## src/rtl/sdr_cmd_arb_if.sv

```systemverilog
`default_nettype none
// ============================================================================
// Module      : sdr_cmd_arb_if
// Description : Bundle of the handshake, command-bus and SDRAM pin signals
//               shared by the command arbiter and the controller around it.
//               The slave modport is the arbiter's view and the master
//               modport is the controller's view.
// Revision    : 1.0 - initial release
// ============================================================================
interface sdr_cmd_arb_if #(
    parameter int BA_W = 2,
    parameter int AD_W = 13
);
    // Init/refresh handshake and burst status
    logic            Sdr_init_done;
    logic            Sdr_ref_req;
    logic            Sdr_ref_ack;
    logic            Sdr_rw_vld;

    // Init/refresh command bus
    logic            Sdr_init_ref_vld;
    logic            Sdr_init_ref_ras;
    logic            Sdr_init_ref_cas;
    logic            Sdr_init_ref_we;
    logic [BA_W-1:0] Sdr_init_ref_ba;
    logic [AD_W-1:0] Sdr_init_ref_addr;

    // Read/write burst handshake
    logic            Rw_req;
    logic            Rw_ack;
    logic            Rw_done;

    // Read/write command bus
    logic            Rw_cmd_vld;
    logic            Rw_ras;
    logic            Rw_cas;
    logic            Rw_we;
    logic [BA_W-1:0] Rw_ba;
    logic [AD_W-1:0] Rw_addr;

    // Registered SDRAM command pins
    logic            SDRAM_RAS_N;
    logic            SDRAM_CAS_N;
    logic            SDRAM_WE_N;
    logic [BA_W-1:0] SDRAM_BA;
    logic [AD_W-1:0] SDRAM_ADDR;

    modport slave (
        input  Sdr_init_done, Sdr_ref_req,
        output Sdr_ref_ack, Sdr_rw_vld,
        input  Sdr_init_ref_vld, Sdr_init_ref_ras, Sdr_init_ref_cas,
        input  Sdr_init_ref_we, Sdr_init_ref_ba, Sdr_init_ref_addr,
        input  Rw_req, Rw_done,
        output Rw_ack,
        input  Rw_cmd_vld, Rw_ras, Rw_cas, Rw_we, Rw_ba, Rw_addr,
        output SDRAM_RAS_N, SDRAM_CAS_N, SDRAM_WE_N, SDRAM_BA, SDRAM_ADDR
    );

    modport master (
        output Sdr_init_done, Sdr_ref_req,
        input  Sdr_ref_ack, Sdr_rw_vld,
        output Sdr_init_ref_vld, Sdr_init_ref_ras, Sdr_init_ref_cas,
        output Sdr_init_ref_we, Sdr_init_ref_ba, Sdr_init_ref_addr,
        output Rw_req, Rw_done,
        input  Rw_ack,
        output Rw_cmd_vld, Rw_ras, Rw_cas, Rw_we, Rw_ba, Rw_addr,
        input  SDRAM_RAS_N, SDRAM_CAS_N, SDRAM_WE_N, SDRAM_BA, SDRAM_ADDR
    );
endinterface
`default_nettype wire

```

## src/rtl/sdr_cmd_arb.sv

```systemverilog
`default_nettype none
// ============================================================================
// Module      : sdr_cmd_arb
// Description : SDRAM command arbiter and pin driver. Grants refresh only
//               between bursts, holds off new bursts for REF_HOLD cycles
//               after each refresh grant, and registers the selected command
//               bus onto the SDRAM pins (NOP when no bus is valid).
//               Optional feature macro: SDR_REF_TIMEOUT_EN adds a refresh
//               wait counter, the sticky Ref_overdue output and burst
//               suppression while a refresh is overdue.
// Revision    : 1.0 - initial release
// ============================================================================
module sdr_cmd_arb #(
    parameter int BA_W         = 2,
    parameter int AD_W         = 13,
    parameter int REF_HOLD     = 20,
    parameter int REF_MAX_WAIT = 1024
) (
    input  wire logic    Sdr_clk,
    input  wire logic    Rst,
`ifdef SDR_REF_TIMEOUT_EN
    output logic         Ref_overdue,
`endif
    sdr_cmd_arb_if.slave bus
);

    localparam int                     c_HOLD_W    = (REF_HOLD > 1) ? $clog2(REF_HOLD) : 1;
    localparam logic [c_HOLD_W-1:0]    c_HOLD_LOAD = c_HOLD_W'(REF_HOLD - 1);

    // Elaboration-time guard against unusable parameter values
    if (REF_HOLD < 2 || REF_MAX_WAIT < 1) begin : g_param_check
        $error("sdr_cmd_arb: REF_HOLD must be >= 2 and REF_MAX_WAIT >= 1");
    end

    typedef enum logic [1:0] {
        S_IDLE = 2'd0,
        S_RW   = 2'd1,
        S_REF  = 2'd2
    } state_t;

    state_t                r_state;
    state_t                w_state_nxt;
    logic                  r_ref_pend;
    logic [c_HOLD_W-1:0]   r_hold_cnt;
    logic                  r_ref_ack;
    logic                  r_rw_ack;

    logic                  w_eval;
    logic                  w_ref_grant;
    logic                  w_rw_grant;
    logic                  w_rw_block;

    logic                  r_ras_n;
    logic                  r_cas_n;
    logic                  r_we_n;
    logic [BA_W-1:0]       r_ba;
    logic [AD_W-1:0]       r_addr;

    // Grant decisions and next state. The last REF cycle (counter at 0)
    // already arbitrates like IDLE so that REF occupies exactly REF_HOLD
    // cycles and a waiting burst is acked right after it.
    always_comb begin
        w_state_nxt = r_state;
        w_eval      = (r_state == S_IDLE) ||
                      ((r_state == S_REF) && (r_hold_cnt == '0));
        w_ref_grant = w_eval && (r_ref_pend || bus.Sdr_ref_req);
        w_rw_grant  = w_eval && !w_ref_grant && bus.Rw_req &&
                      bus.Sdr_init_done && !w_rw_block;
        case (r_state)
            S_IDLE, S_REF: begin
                if (w_ref_grant) begin
                    w_state_nxt = S_REF;
                end else if (w_rw_grant) begin
                    w_state_nxt = S_RW;
                end else if (w_eval) begin
                    w_state_nxt = S_IDLE;
                end
            end
            S_RW: begin
                if (bus.Rw_done) begin
                    w_state_nxt = S_IDLE;
                end
            end
            default: w_state_nxt = S_IDLE;
        endcase
    end

    // State, registered acks, pending refresh and REF hold counter
    always_ff @(posedge Sdr_clk) begin
        if (Rst) begin
            r_state    <= S_IDLE;
            r_ref_pend <= 1'b0;
            r_hold_cnt <= '0;
            r_ref_ack  <= 1'b0;
            r_rw_ack   <= 1'b0;
        end else begin
            r_state   <= w_state_nxt;
            r_ref_ack <= w_ref_grant;
            r_rw_ack  <= w_rw_grant;
            if (w_ref_grant) begin
                r_ref_pend <= 1'b0;
            end else if (bus.Sdr_ref_req) begin
                r_ref_pend <= 1'b1;
            end
            if (w_ref_grant) begin
                r_hold_cnt <= c_HOLD_LOAD;
            end else if ((r_state == S_REF) && (r_hold_cnt != '0)) begin
                r_hold_cnt <= r_hold_cnt - 1'b1;
            end
        end
    end

    // Command pin register: init/refresh bus first, then read/write bus,
    // otherwise NOP with bank/address held.
    always_ff @(posedge Sdr_clk) begin
        if (Rst) begin
            r_ras_n <= 1'b1;
            r_cas_n <= 1'b1;
            r_we_n  <= 1'b1;
            r_ba    <= '0;
            r_addr  <= '0;
        end else if (bus.Sdr_init_ref_vld) begin
            r_ras_n <= bus.Sdr_init_ref_ras;
            r_cas_n <= bus.Sdr_init_ref_cas;
            r_we_n  <= bus.Sdr_init_ref_we;
            r_ba    <= bus.Sdr_init_ref_ba;
            r_addr  <= bus.Sdr_init_ref_addr;
        end else if (bus.Rw_cmd_vld) begin
            r_ras_n <= bus.Rw_ras;
            r_cas_n <= bus.Rw_cas;
            r_we_n  <= bus.Rw_we;
            r_ba    <= bus.Rw_ba;
            r_addr  <= bus.Rw_addr;
        end else begin
            r_ras_n <= 1'b1;
            r_cas_n <= 1'b1;
            r_we_n  <= 1'b1;
        end
    end

    assign bus.Sdr_ref_ack = r_ref_ack;
    assign bus.Rw_ack      = r_rw_ack;
    assign bus.Sdr_rw_vld  = (r_state == S_RW);
    assign bus.SDRAM_RAS_N = r_ras_n;
    assign bus.SDRAM_CAS_N = r_cas_n;
    assign bus.SDRAM_WE_N  = r_we_n;
    assign bus.SDRAM_BA    = r_ba;
    assign bus.SDRAM_ADDR  = r_addr;

`ifdef SDR_REF_TIMEOUT_EN
    logic [15:0] r_wait_cnt;
    logic [15:0] w_wait_nxt;
    logic        r_overdue;

    // Wait counter counts every cycle a refresh is outstanding, including
    // the request cycle itself, and saturates rather than wrapping.
    always_comb begin
        w_wait_nxt = r_wait_cnt;
        if (w_ref_grant) begin
            w_wait_nxt = '0;
        end else if ((r_ref_pend || bus.Sdr_ref_req) && (r_wait_cnt != 16'hFFFF)) begin
            w_wait_nxt = r_wait_cnt + 16'd1;
        end
    end

    // Wait counter and sticky overdue flag
    always_ff @(posedge Sdr_clk) begin
        if (Rst) begin
            r_wait_cnt <= '0;
            r_overdue  <= 1'b0;
        end else begin
            r_wait_cnt <= w_wait_nxt;
            if (32'(w_wait_nxt) >= 32'(REF_MAX_WAIT)) begin
                r_overdue <= 1'b1;
            end
        end
    end

    assign w_rw_block  = (32'(r_wait_cnt) >= 32'(REF_MAX_WAIT));
    assign Ref_overdue = r_overdue;
`else
    assign w_rw_block  = 1'b0;
`endif

endmodule
`default_nettype wire

```

## src/flat_wrapper.sv

```systemverilog
// flat-port wrapper written by rule: the top's interface ports become plain ports
module sdr_cmd_arb_flat 
#(
    parameter int BA_W         = 2,
    parameter int AD_W         = 13,
    parameter int REF_HOLD     = 20,
    parameter int REF_MAX_WAIT = 1024
)
  (Sdr_clk, Rst, bus_Sdr_init_done, bus_Sdr_ref_req, bus_Sdr_ref_ack, bus_Sdr_rw_vld, bus_Sdr_init_ref_vld, bus_Sdr_init_ref_ras, bus_Sdr_init_ref_cas, bus_Sdr_init_ref_we, bus_Sdr_init_ref_ba, bus_Sdr_init_ref_addr, bus_Rw_req, bus_Rw_done, bus_Rw_ack, bus_Rw_cmd_vld, bus_Rw_ras, bus_Rw_cas, bus_Rw_we, bus_Rw_ba, bus_Rw_addr, bus_SDRAM_RAS_N, bus_SDRAM_CAS_N, bus_SDRAM_WE_N, bus_SDRAM_BA, bus_SDRAM_ADDR);
  sdr_cmd_arb_if #(.BA_W(BA_W), .AD_W(AD_W)) bus_i ();
  input  wire logic Sdr_clk;
  input  wire logic Rst;
  input wire logic [$bits(bus_i.Sdr_init_done)-1:0] bus_Sdr_init_done;
  input wire logic [$bits(bus_i.Sdr_ref_req)-1:0] bus_Sdr_ref_req;
  output wire logic [$bits(bus_i.Sdr_ref_ack)-1:0] bus_Sdr_ref_ack;
  output wire logic [$bits(bus_i.Sdr_rw_vld)-1:0] bus_Sdr_rw_vld;
  input wire logic [$bits(bus_i.Sdr_init_ref_vld)-1:0] bus_Sdr_init_ref_vld;
  input wire logic [$bits(bus_i.Sdr_init_ref_ras)-1:0] bus_Sdr_init_ref_ras;
  input wire logic [$bits(bus_i.Sdr_init_ref_cas)-1:0] bus_Sdr_init_ref_cas;
  input wire logic [$bits(bus_i.Sdr_init_ref_we)-1:0] bus_Sdr_init_ref_we;
  input wire logic [$bits(bus_i.Sdr_init_ref_ba)-1:0] bus_Sdr_init_ref_ba;
  input wire logic [$bits(bus_i.Sdr_init_ref_addr)-1:0] bus_Sdr_init_ref_addr;
  input wire logic [$bits(bus_i.Rw_req)-1:0] bus_Rw_req;
  input wire logic [$bits(bus_i.Rw_done)-1:0] bus_Rw_done;
  output wire logic [$bits(bus_i.Rw_ack)-1:0] bus_Rw_ack;
  input wire logic [$bits(bus_i.Rw_cmd_vld)-1:0] bus_Rw_cmd_vld;
  input wire logic [$bits(bus_i.Rw_ras)-1:0] bus_Rw_ras;
  input wire logic [$bits(bus_i.Rw_cas)-1:0] bus_Rw_cas;
  input wire logic [$bits(bus_i.Rw_we)-1:0] bus_Rw_we;
  input wire logic [$bits(bus_i.Rw_ba)-1:0] bus_Rw_ba;
  input wire logic [$bits(bus_i.Rw_addr)-1:0] bus_Rw_addr;
  output wire logic [$bits(bus_i.SDRAM_RAS_N)-1:0] bus_SDRAM_RAS_N;
  output wire logic [$bits(bus_i.SDRAM_CAS_N)-1:0] bus_SDRAM_CAS_N;
  output wire logic [$bits(bus_i.SDRAM_WE_N)-1:0] bus_SDRAM_WE_N;
  output wire logic [$bits(bus_i.SDRAM_BA)-1:0] bus_SDRAM_BA;
  output wire logic [$bits(bus_i.SDRAM_ADDR)-1:0] bus_SDRAM_ADDR;
  assign bus_i.Sdr_init_done = bus_Sdr_init_done;
  assign bus_i.Sdr_ref_req = bus_Sdr_ref_req;
  assign bus_Sdr_ref_ack = bus_i.Sdr_ref_ack;
  assign bus_Sdr_rw_vld = bus_i.Sdr_rw_vld;
  assign bus_i.Sdr_init_ref_vld = bus_Sdr_init_ref_vld;
  assign bus_i.Sdr_init_ref_ras = bus_Sdr_init_ref_ras;
  assign bus_i.Sdr_init_ref_cas = bus_Sdr_init_ref_cas;
  assign bus_i.Sdr_init_ref_we = bus_Sdr_init_ref_we;
  assign bus_i.Sdr_init_ref_ba = bus_Sdr_init_ref_ba;
  assign bus_i.Sdr_init_ref_addr = bus_Sdr_init_ref_addr;
  assign bus_i.Rw_req = bus_Rw_req;
  assign bus_i.Rw_done = bus_Rw_done;
  assign bus_Rw_ack = bus_i.Rw_ack;
  assign bus_i.Rw_cmd_vld = bus_Rw_cmd_vld;
  assign bus_i.Rw_ras = bus_Rw_ras;
  assign bus_i.Rw_cas = bus_Rw_cas;
  assign bus_i.Rw_we = bus_Rw_we;
  assign bus_i.Rw_ba = bus_Rw_ba;
  assign bus_i.Rw_addr = bus_Rw_addr;
  assign bus_SDRAM_RAS_N = bus_i.SDRAM_RAS_N;
  assign bus_SDRAM_CAS_N = bus_i.SDRAM_CAS_N;
  assign bus_SDRAM_WE_N = bus_i.SDRAM_WE_N;
  assign bus_SDRAM_BA = bus_i.SDRAM_BA;
  assign bus_SDRAM_ADDR = bus_i.SDRAM_ADDR;
  sdr_cmd_arb #(.BA_W(BA_W), .AD_W(AD_W), .REF_HOLD(REF_HOLD), .REF_MAX_WAIT(REF_MAX_WAIT)) u_core (.Sdr_clk(Sdr_clk), .Rst(Rst), .bus(bus_i));
endmodule
```

## config.mk

```make
export PLATFORM = sky130hd
export DESIGN_NAME = sdr_cmd_arb_flat
export DESIGN_NICKNAME = d
export VERILOG_FILES = /design/src/rtl/sdr_cmd_arb_if.sv /design/src/rtl/sdr_cmd_arb.sv /design/src/flat_wrapper.sv
export SDC_FILE = /design/constraint.sdc
export NUM_CORES = 1
export LEC_CHECK = 0
export CAP_MARGIN = 25
export CORE_ASPECT_RATIO = 1.75
export CORE_MARGIN = 8
export CORE_UTILIZATION = 39
export DETAILED_ROUTE_END_ITERATION = 10
export HOLD_SLACK_MARGIN = 0.15
export PLACE_DENSITY = 0.85
export SYNTH_ARGS = -nofsm -noshare
export SYNTH_HDL_FRONTEND = slang
export SYNTH_SLANG_ARGS = --single-unit
```

## constraint.sdc

```tcl
create_clock -name Sdr_clk -period 2.04 [get_ports Sdr_clk]
set_clock_uncertainty 0.05 [all_clocks]
set_input_delay 0.306 -clock Sdr_clk [delete_from_list [all_inputs] [get_ports Sdr_clk]]
set_output_delay 0.306 -clock Sdr_clk [all_outputs]
set_load 0.03 [all_outputs]
```

Word level (Yosys, flattened, before mapping). Index checks and enable logic that the tools add are counted.

Register bits after elaboration: 28. Input port bits: 44.

$add $sub $neg: 1. Equal/unequal tests: 4. Muxes and demuxes: 17. Reduce and logical (&&, ||, !) cells: 17.

Operators by type and width (number): two-way mux 13 bit (2); two-way mux 2 bit (6); two-way mux 5 bit (2); logical AND 1 bit (6); two-way mux 1 bit (6); zero test 5 bit (1); nonzero test 5 bit (1); subtractor 5 x 1 -> 5 bit, second input constant (1); != test 4 x 1 -> 1 bit, second input constant (1); one-hot mux 2 bit (2 select lines) (1); nonzero test 2 bit (2); OR reduction 2 bit (2); == test 2 x 1 -> 1 bit, second input constant (1); == test 2 bit, second input constant (1); zero test 2 bit (1); logical OR 1 bit (2); != test 2 x 1 -> 1 bit, second input constant (1); AND reduction 2 bit (1); zero test 1 bit (1).

Depth between registers and ports, before layout.
Depth after elaboration: 11. Depth in mapped cells: 6. Gate-level depth less buffers: 5.

Least setup slack after synthesis. No wires, ideal clock.

Kind: reg2reg. Start point: register u_core.r_hold_cnt[0]. End point: register u_core.r_hold_cnt[1]. Setup time: 0.141 ns. Data arrival time: 1.571 ns. Slack: 0.278 ns. Stages on the path, launching flop included: 7. Path buffers: 1. Clock period less this slack: 1.762 ns. Cell sequence: dfxtp_1 inv_1 ha_1 or4b_1 buf_2 a2111oi_0 a2111oi_1.

Word-level cells in the longest chain between the ends: 5.

Ends and longest elaborated chain: from (decl) (RTL line sdr_cmd_arb.sv:44) `logic [c_HOLD_W-1:0] r_hold_cnt;`; from (signal assigned) (RTL line sdr_cmd_arb.sv:106) `r_hold_cnt <= c_HOLD_LOAD;`; from (signal assigned) (RTL line sdr_cmd_arb.sv:108) `r_hold_cnt <= r_hold_cnt - 1'b1;`; parallel branches: the longest is 5 deep, another holds subtractor 5 x 1 -> 5 bit.

Several ways; the timed one is not identified. The select of a mux whose other input is x is not followed. A chain may end at the register's enable or synchronous reset.

Final worst setup path. Same ends and word-level chain as after synthesis.

==> metrics.log <==
INFO  metric final_cell_mix = 64 x clkdlybuf4s50_1, 33 x nand2_1, 28 x dfxtp_1
INFO  metric crit_type = register to register
INFO  metric startpoint_type = register
INFO  metric die_width = 59.5 µm
INFO  metric vias_per_cell = 4.99
INFO  metric clock_tree_from_tritoncts = built
INFO  metric detailed_place_hpwl = between 3 and 4 mm
INFO  metric cts-root-buf = clkbuf_8
INFO  metric cp_data_arrival_time = 2.08 ns
INFO  metric diodes = 0
INFO  metric initial_utilization = 41.1%
INFO  metric postSynthAreaPerCell = approximately 8.7 µm²
INFO  metric ctsResizeCount = 0
INFO  metric peak_fanout_along_the_critical_path = 7
INFO  metric antenna_violating_nets_post_route = 0
INFO  metric vdd.ir_drop.worst = roughly 0.46 mV
INFO  metric timing_worst_slew_pin_value = 0.423 ns
INFO  metric critical_path.reg2reg.startpoint = u_core.r_hold_cnt[0]$_SDFFE_PP0P_
INFO  metric final-setup-viol-count = 0
INFO  metric htree_levels = 1
INFO  metric cts_made_buffers = 3
INFO  metric synth_flop_cell = dfxtp_1
INFO  metric die-area = 5480 µm²
INFO  metric drt_iter0_drc = 30
INFO  metric worst_ep_required_time = between 2 and 2.5 ns
INFO  metric rows = 27
INFO  metric critPathCaptureType = register
INFO  metric fraction_of_the_yosys_area_taken_by_sequential_cells = 43.4%
INFO  metric hold_start = u_core.r_hold_cnt[4]$_SDFFE_PP0P_
INFO  metric wire_length_of_the_first_global_routing_pass = 6.12 mm
INFO  metric routed_length_per_placed_instance = 14.9 µm
INFO  metric worst_setup_slack_for_register_to_register_paths = 0.05 ns
INFO  metric timing.slew.headroom = 71.4%
INFO  metric p_per_area = 684 nW/µm²
INFO  metric layout.filler_cells = between 200 and 300
INFO  metric grt_remaining_overflow = 0
INFO  metric status = finished, final reports clean
INFO  metric clkLatencyLatePin = 0.27 ns
INFO  metric antenna_found_initial = 0
INFO  metric drt_wl_total = 3.80 mm
INFO  metric worst_hold_path_type = register to register
INFO  metric yosys_register_bits = 28
INFO  metric layout_commonest_cell = clkdlybuf4s50_1
INFO  metric dr.pass1.iters = 4
INFO  metric boundaryPins = 65
INFO  metric grt_usage = between 10% and 20%
INFO  metric crit_top_cell = a2111oi_1
INFO  metric first_global_vias = ~1,400
INFO  metric power.leakage = 0.792 nW
INFO  metric tritoncts_num_sinks = 28
INFO  metric final.period_utilization = 97.4%
INFO  metric critical-path-slowest-cell = or4b_1
INFO  metric post_route_cells_drive_above_1_share = approximately an eighth
INFO  metric route.detailed.drc = 0
INFO  metric via_count = roughly 1,300
INFO  metric rsz0062_at_grt = no
INFO  metric flow.area_growth_from_synthesis = 59.5%
INFO  metric die_h = roughly 90 µm
INFO  metric postSynth.asyncResetShare = 0%
INFO  metric yosysWarnings = 0
INFO  metric buffer_ports.inserted = 64
INFO  metric core_box_area = 3140 µm²
INFO  metric post_cts_buffers = 0
INFO  metric grt_start_max_net_pins = 21
INFO  metric worst_setup_hold_path_clk_slew = 0.09 ns
INFO  metric post_cts_hold_buffer_count = 0
INFO  metric clock_path_buffers = 2
INFO  metric slew_violations = 0
INFO  metric synth_nets = a little under 200
INFO  metric fin_hold_ws = 0.488 ns
INFO  metric finalHoldViolations = 0
INFO  metric crit_chain = inv_1, ha_1, or4b_1, a2111oi_1, a2111oi_1
INFO  metric syn_area = ~1300 µm²
INFO  metric max_clock_freq = 503 MHz
INFO  metric gpl.final_weighted_congestion = 0.843
INFO  metric finalCriticalPeriod = 1.99 ns
INFO  metric setup.worst_path.end = u_core.r_hold_cnt[1]$_SDFFE_PP0P_
INFO  metric tns = 0 ns
INFO  metric critical_path.reg2reg.endpoint = u_core.r_hold_cnt[1]$_SDFFE_PP0P_
INFO  metric timing.reg2reg.worst_path_depth = 5
INFO  metric synth-edff-count = 0
INFO  metric worst_path_largest_cell_delay = 0.58 ns
INFO  metric final_nets = approximately 260
INFO  metric synth.distinct_cells = 34
INFO  metric postSynthCellCount = 149
INFO  metric max_cap_viol_count = 0
INFO  metric worst_setup_path_startpoint = u_core.r_hold_cnt[0]$_SDFFE_PP0P_
-- area by class of cell --
cell class	count	area (µm²)	share of cell area, %
tap	43	53.8	2.61
sequential	28	561	27.2
multi-input combinational	107	679	32.9
clock buffer	3	41.3	2.00
clock inverter	1	30.0	1.46
inverter	3	11.3	0.546
timing repair buffer	70	686	33.3
-- through the flow --
| stage | area, µm² | setup WS (ns) | power, mW | instances | util [%] |
|---|---|---|---|---|---|
| after global placement | 1990 | 0.205 | 0.986 | 251 | 63.3 |
| after CTS | 2060 | 0.0425 | 1.42 | 255 | 65.6 |
| after global routing | 2060 | 0.00154 | 1.49 | 255 | 65.6 |
| after detailed placement | 1990 | 0.0564 | 0.997 | 251 | 63.3 |
| final | 2060 | 0.0534 | 1.41 | 255 | 65.6 |
| after floorplan | 1290 | 0.278 | 0.824 | 149 | - |
-- registers in the layout, indices dropped and copies added, names as in the netlist --
name / flops
u_core.r_state: 2
u_core.bus.SDRAM_ADDR: 13
u_core.bus.SDRAM_BA: 2
u_core.r_hold_cnt: 5
u_core.bus.Sdr_ref_ack: 1
u_core.bus.SDRAM_CAS_N: 1
u_core.bus.SDRAM_RAS_N: 1
u_core.bus.SDRAM_WE_N: 1
u_core.r_ref_pend: 1
u_core.bus.Rw_ack: 1
-- critical path: cells and delay by family (launching register included) --
family,cells,cell delay (ns)
AOI/OAI and AO/OA,2,0.58
adders and majority gates,1,0.19
buffers and inverters,1,0.12
DFF,1,0.34
and+or+nand+nor,1,0.58
-- cells by family after synthesis --
| family | after synthesis | synth area share (%) |
|---|---|---|
| AO/OA/AOI/OAI | 31 | 15.1 |
| adder cells (fa/ha/maj) | 2 | 1.94 |
| AND/OR/NAND/NOR | 58 | 21.5 |
| buffers and inverters | 14 | 4.26 |
| multiplexers | 16 | 13.8 |
| flip-flops | 28 | 43.4 |
-- Yosys cell counts, types with 2 or more instances --
cell type,number,area [µm²]
a2111oi_0,3,26.3
a21oi_1,16,80.1
buf_2,2,10.0
clkbuf_1,8,30.0
dfxtp_1,28,561
ha_1,2,25.0
inv_1,2,7.51
mux2_2,15,169
nand2_1,33,124
nand2b_1,4,25.0
nor2_1,6,22.5
nor2b_1,2,12.5
nor3_1,3,15.0
nor4b_1,2,17.5
o22ai_1,3,18.8
o31ai_1,2,15.0
-- how the worst min path moves through the flow --
stage | cells past startpoint | end | slack (ns)
after floorplan | 2 | u_core.bus.SDRAM_CAS_N$_SDFF_PP1_ | 0.38
after global placement | 2 | u_core.r_hold_cnt[4]$_SDFFE_PP0P_ | 0.46
after detailed placement | 2 | u_core.r_hold_cnt[4]$_SDFFE_PP0P_ | 0.47
after CTS | 2 | u_core.r_hold_cnt[4]$_SDFFE_PP0P_ | 0.49
after global routing | 3 | u_core.bus.SDRAM_ADDR[6]$_SDFFE_PP0P_ | 0.53
final | 2 | u_core.r_hold_cnt[4]$_SDFFE_PP0P_ | 0.49
-- metal layers --
metal	track usage (%)	vias up	routed length, µm
met1	13.7	581	1410
met5	0	-	0
met4	4.21	0	21
met3	3.50	2	273
li1	-	646	-
met2	26.8	44	2090
-- power breakdown --
part | switching [mW] | internal [mW] | leakage [nW]
sequential | 0.0294 | 0.587 | 0.232
clock | 0.163 | 0.262 | 0.0357
combinational | 0.171 | 0.199 | 0.525
Power figures use the tool's default switching activity.
==> edit (same settings) <==
`REF_HOLD` is set to 20 in 2 places; all go to 30.
--- a/src/rtl/sdr_cmd_arb.sv
+++ b/src/rtl/sdr_cmd_arb.sv
@@ -14,5 +14,5 @@
     parameter int BA_W         = 2,
     parameter int AD_W         = 13,
-    parameter int REF_HOLD     = 20,
+    parameter int REF_HOLD     = 30,
     parameter int REF_MAX_WAIT = 1024
 ) (
--- a/src/flat_wrapper.sv
+++ b/src/flat_wrapper.sv
@@ -4,5 +4,5 @@
     parameter int BA_W         = 2,
     parameter int AD_W         = 13,
-    parameter int REF_HOLD     = 20,
+    parameter int REF_HOLD     = 30,
     parameter int REF_MAX_WAIT = 1024
 )
Function: same outputs for any inputs over 10 cycles, from zero or initial values and one cycle with Rst high; that may be too few to reach the edited logic, so the function may still have changed.
==> edit against the unedited design <==
  * Register-to-register slack gained 320 ps
  * Total power shrank 2.4%
  * Non-clock buffer count shrank 3
  * Area after synthesis shrank 0.29%
  * Routed wire length shrank 8.0%
  * Worst setup slack gained 65 ps
  * Final area shrank 0.85%
  * Sequential cell count is the same
  * Critical endpoint is now bus_Sdr_rw_vld
  * Largest cell class is now multi-input combinational cells
  * Highest routed layer unchanged
==> edit: results (changes against the unedited design) <==
SYNTH_TOP_CELLS_BY_COUNT='sky130_fd_sc_hd__nor2_1, sky130_fd_sc_hd__dfxtp_1, sky130_fd_sc_hd__a21oi_1'
DIE_AREA_UM2=5470  # -0.22%
MET2_WIRELENGTH_UM=1990  # -5.2%
RUN_STATUS='finished clean'
WIRELENGTH_UM=3500  # -8.0%
GRT.MET2_USAGE_PCT=24.9  # -1.9 points
WIRE_PER_INST_UM=14.0  # -6.2%
GRT_FIRST_PASS_WIRELENGTH_UM=5800  # -5.3%
GLOBALPLACE.CONGESTION=0.862  # +2.2%
ROUTED_VIA_DENSITY=4.83  # -3.3%
TIGHTEST_SLEW_PS=391  # -31.6 ps
MULTI_INPUT_COMB_AREA_UM2=681  # +0.18%
GRT.TOTAL_USAGE_PCT=13.4  # -0.62 points
SYNTHESIS.AREA_PER_INSTANCE_UM2=9.01  # +3.9%
POST_SYNTH_MUX_AREA_SHARE_PCT=12.4  # -1.4 points
SYNTHDISTINCTLIBCELLS=26  # -24%
WL_MET1_UM=1170  # -17%
MET3_WIRELENGTH_UM=252  # -7.7%
GRT_MAX_DEGREE=31  # +48%
CRIT_ARRIVAL_PS=1570  # -510 ps
SYNTH-XOR-AREA-SHARE_PCT=1.36  # +1.4 points
SYNTHESIS.NETS=189  # -3.1%
CPPEAKSTAGEDELAY_PS=670  # +90 ps
SYNTH.AREA.TOP_CELLS='sky130_fd_sc_hd__dfxtp_1, sky130_fd_sc_hd__mux2i_1, sky130_fd_sc_hd__nor2_1'
SYNTH_FA_HA_AREA_SHARE_PCT=1.94  # +0.0056 points
STATIC-LEAKAGE-POWER_nW=0.847  # +7.0%
GLOBALROUTEMET1UTIL_PCT=12.4  # -1.4 points
IRDROPWORSTVDD_mV=0.563  # +23%
INV_COUNT=5  # +2
DRT_ITER0_DRC=23  # -23%
SYNTH-COMPOUND-AREA-SHARE_PCT=13.9  # -1.2 points
SYNTH-SEQ-AREA-SHARE_PCT=43.5  # +0.13 points
CPLARGESTDELAYFAMILY='buffers and inverters'
PWR_DENSITY_CELL_nW_PER_UM2=674  # -1.5%
DRIVE_GT1_SHARE_PCT=8.21  # -4.1 points
PLACE_INST=246  # -2.0%
-- edit: report_power, final --
group          internal (mW)  total [mW]  switching (mW)
sequential             0.591       0.631          0.0396
clock                  0.173       0.337           0.164
combinational          0.220       0.410           0.190
total                  0.984        1.38           0.394
-- edit: logic make-up after synthesis --
| logic type | Yosys count |
|---|---|
| AND/OR/NAND/NOR | 56 |
| flip-flops | 28 |
| AO/OA/AOI/OAI | 27 |
| multiplexers | 16 |
| buffers and inverters | 12 |
| XOR/XNOR | 2 |
| adder cells (fa/ha/maj) | 2 |
-- edit: final timing paths --
kind                             start                   end  slack, ps  cells after the start
setup / recovery     u_core.r_state[0]        bus_Sdr_rw_vld        120                      2
hold / removal       u_core.r_ref_pend     u_core.bus.Rw_ack        510                      2
setup reg to reg  u_core.r_hold_cnt[0]  u_core.r_hold_cnt[3]        370                      6
hold reg to reg      u_core.r_ref_pend     u_core.bus.Rw_ack        510                      2
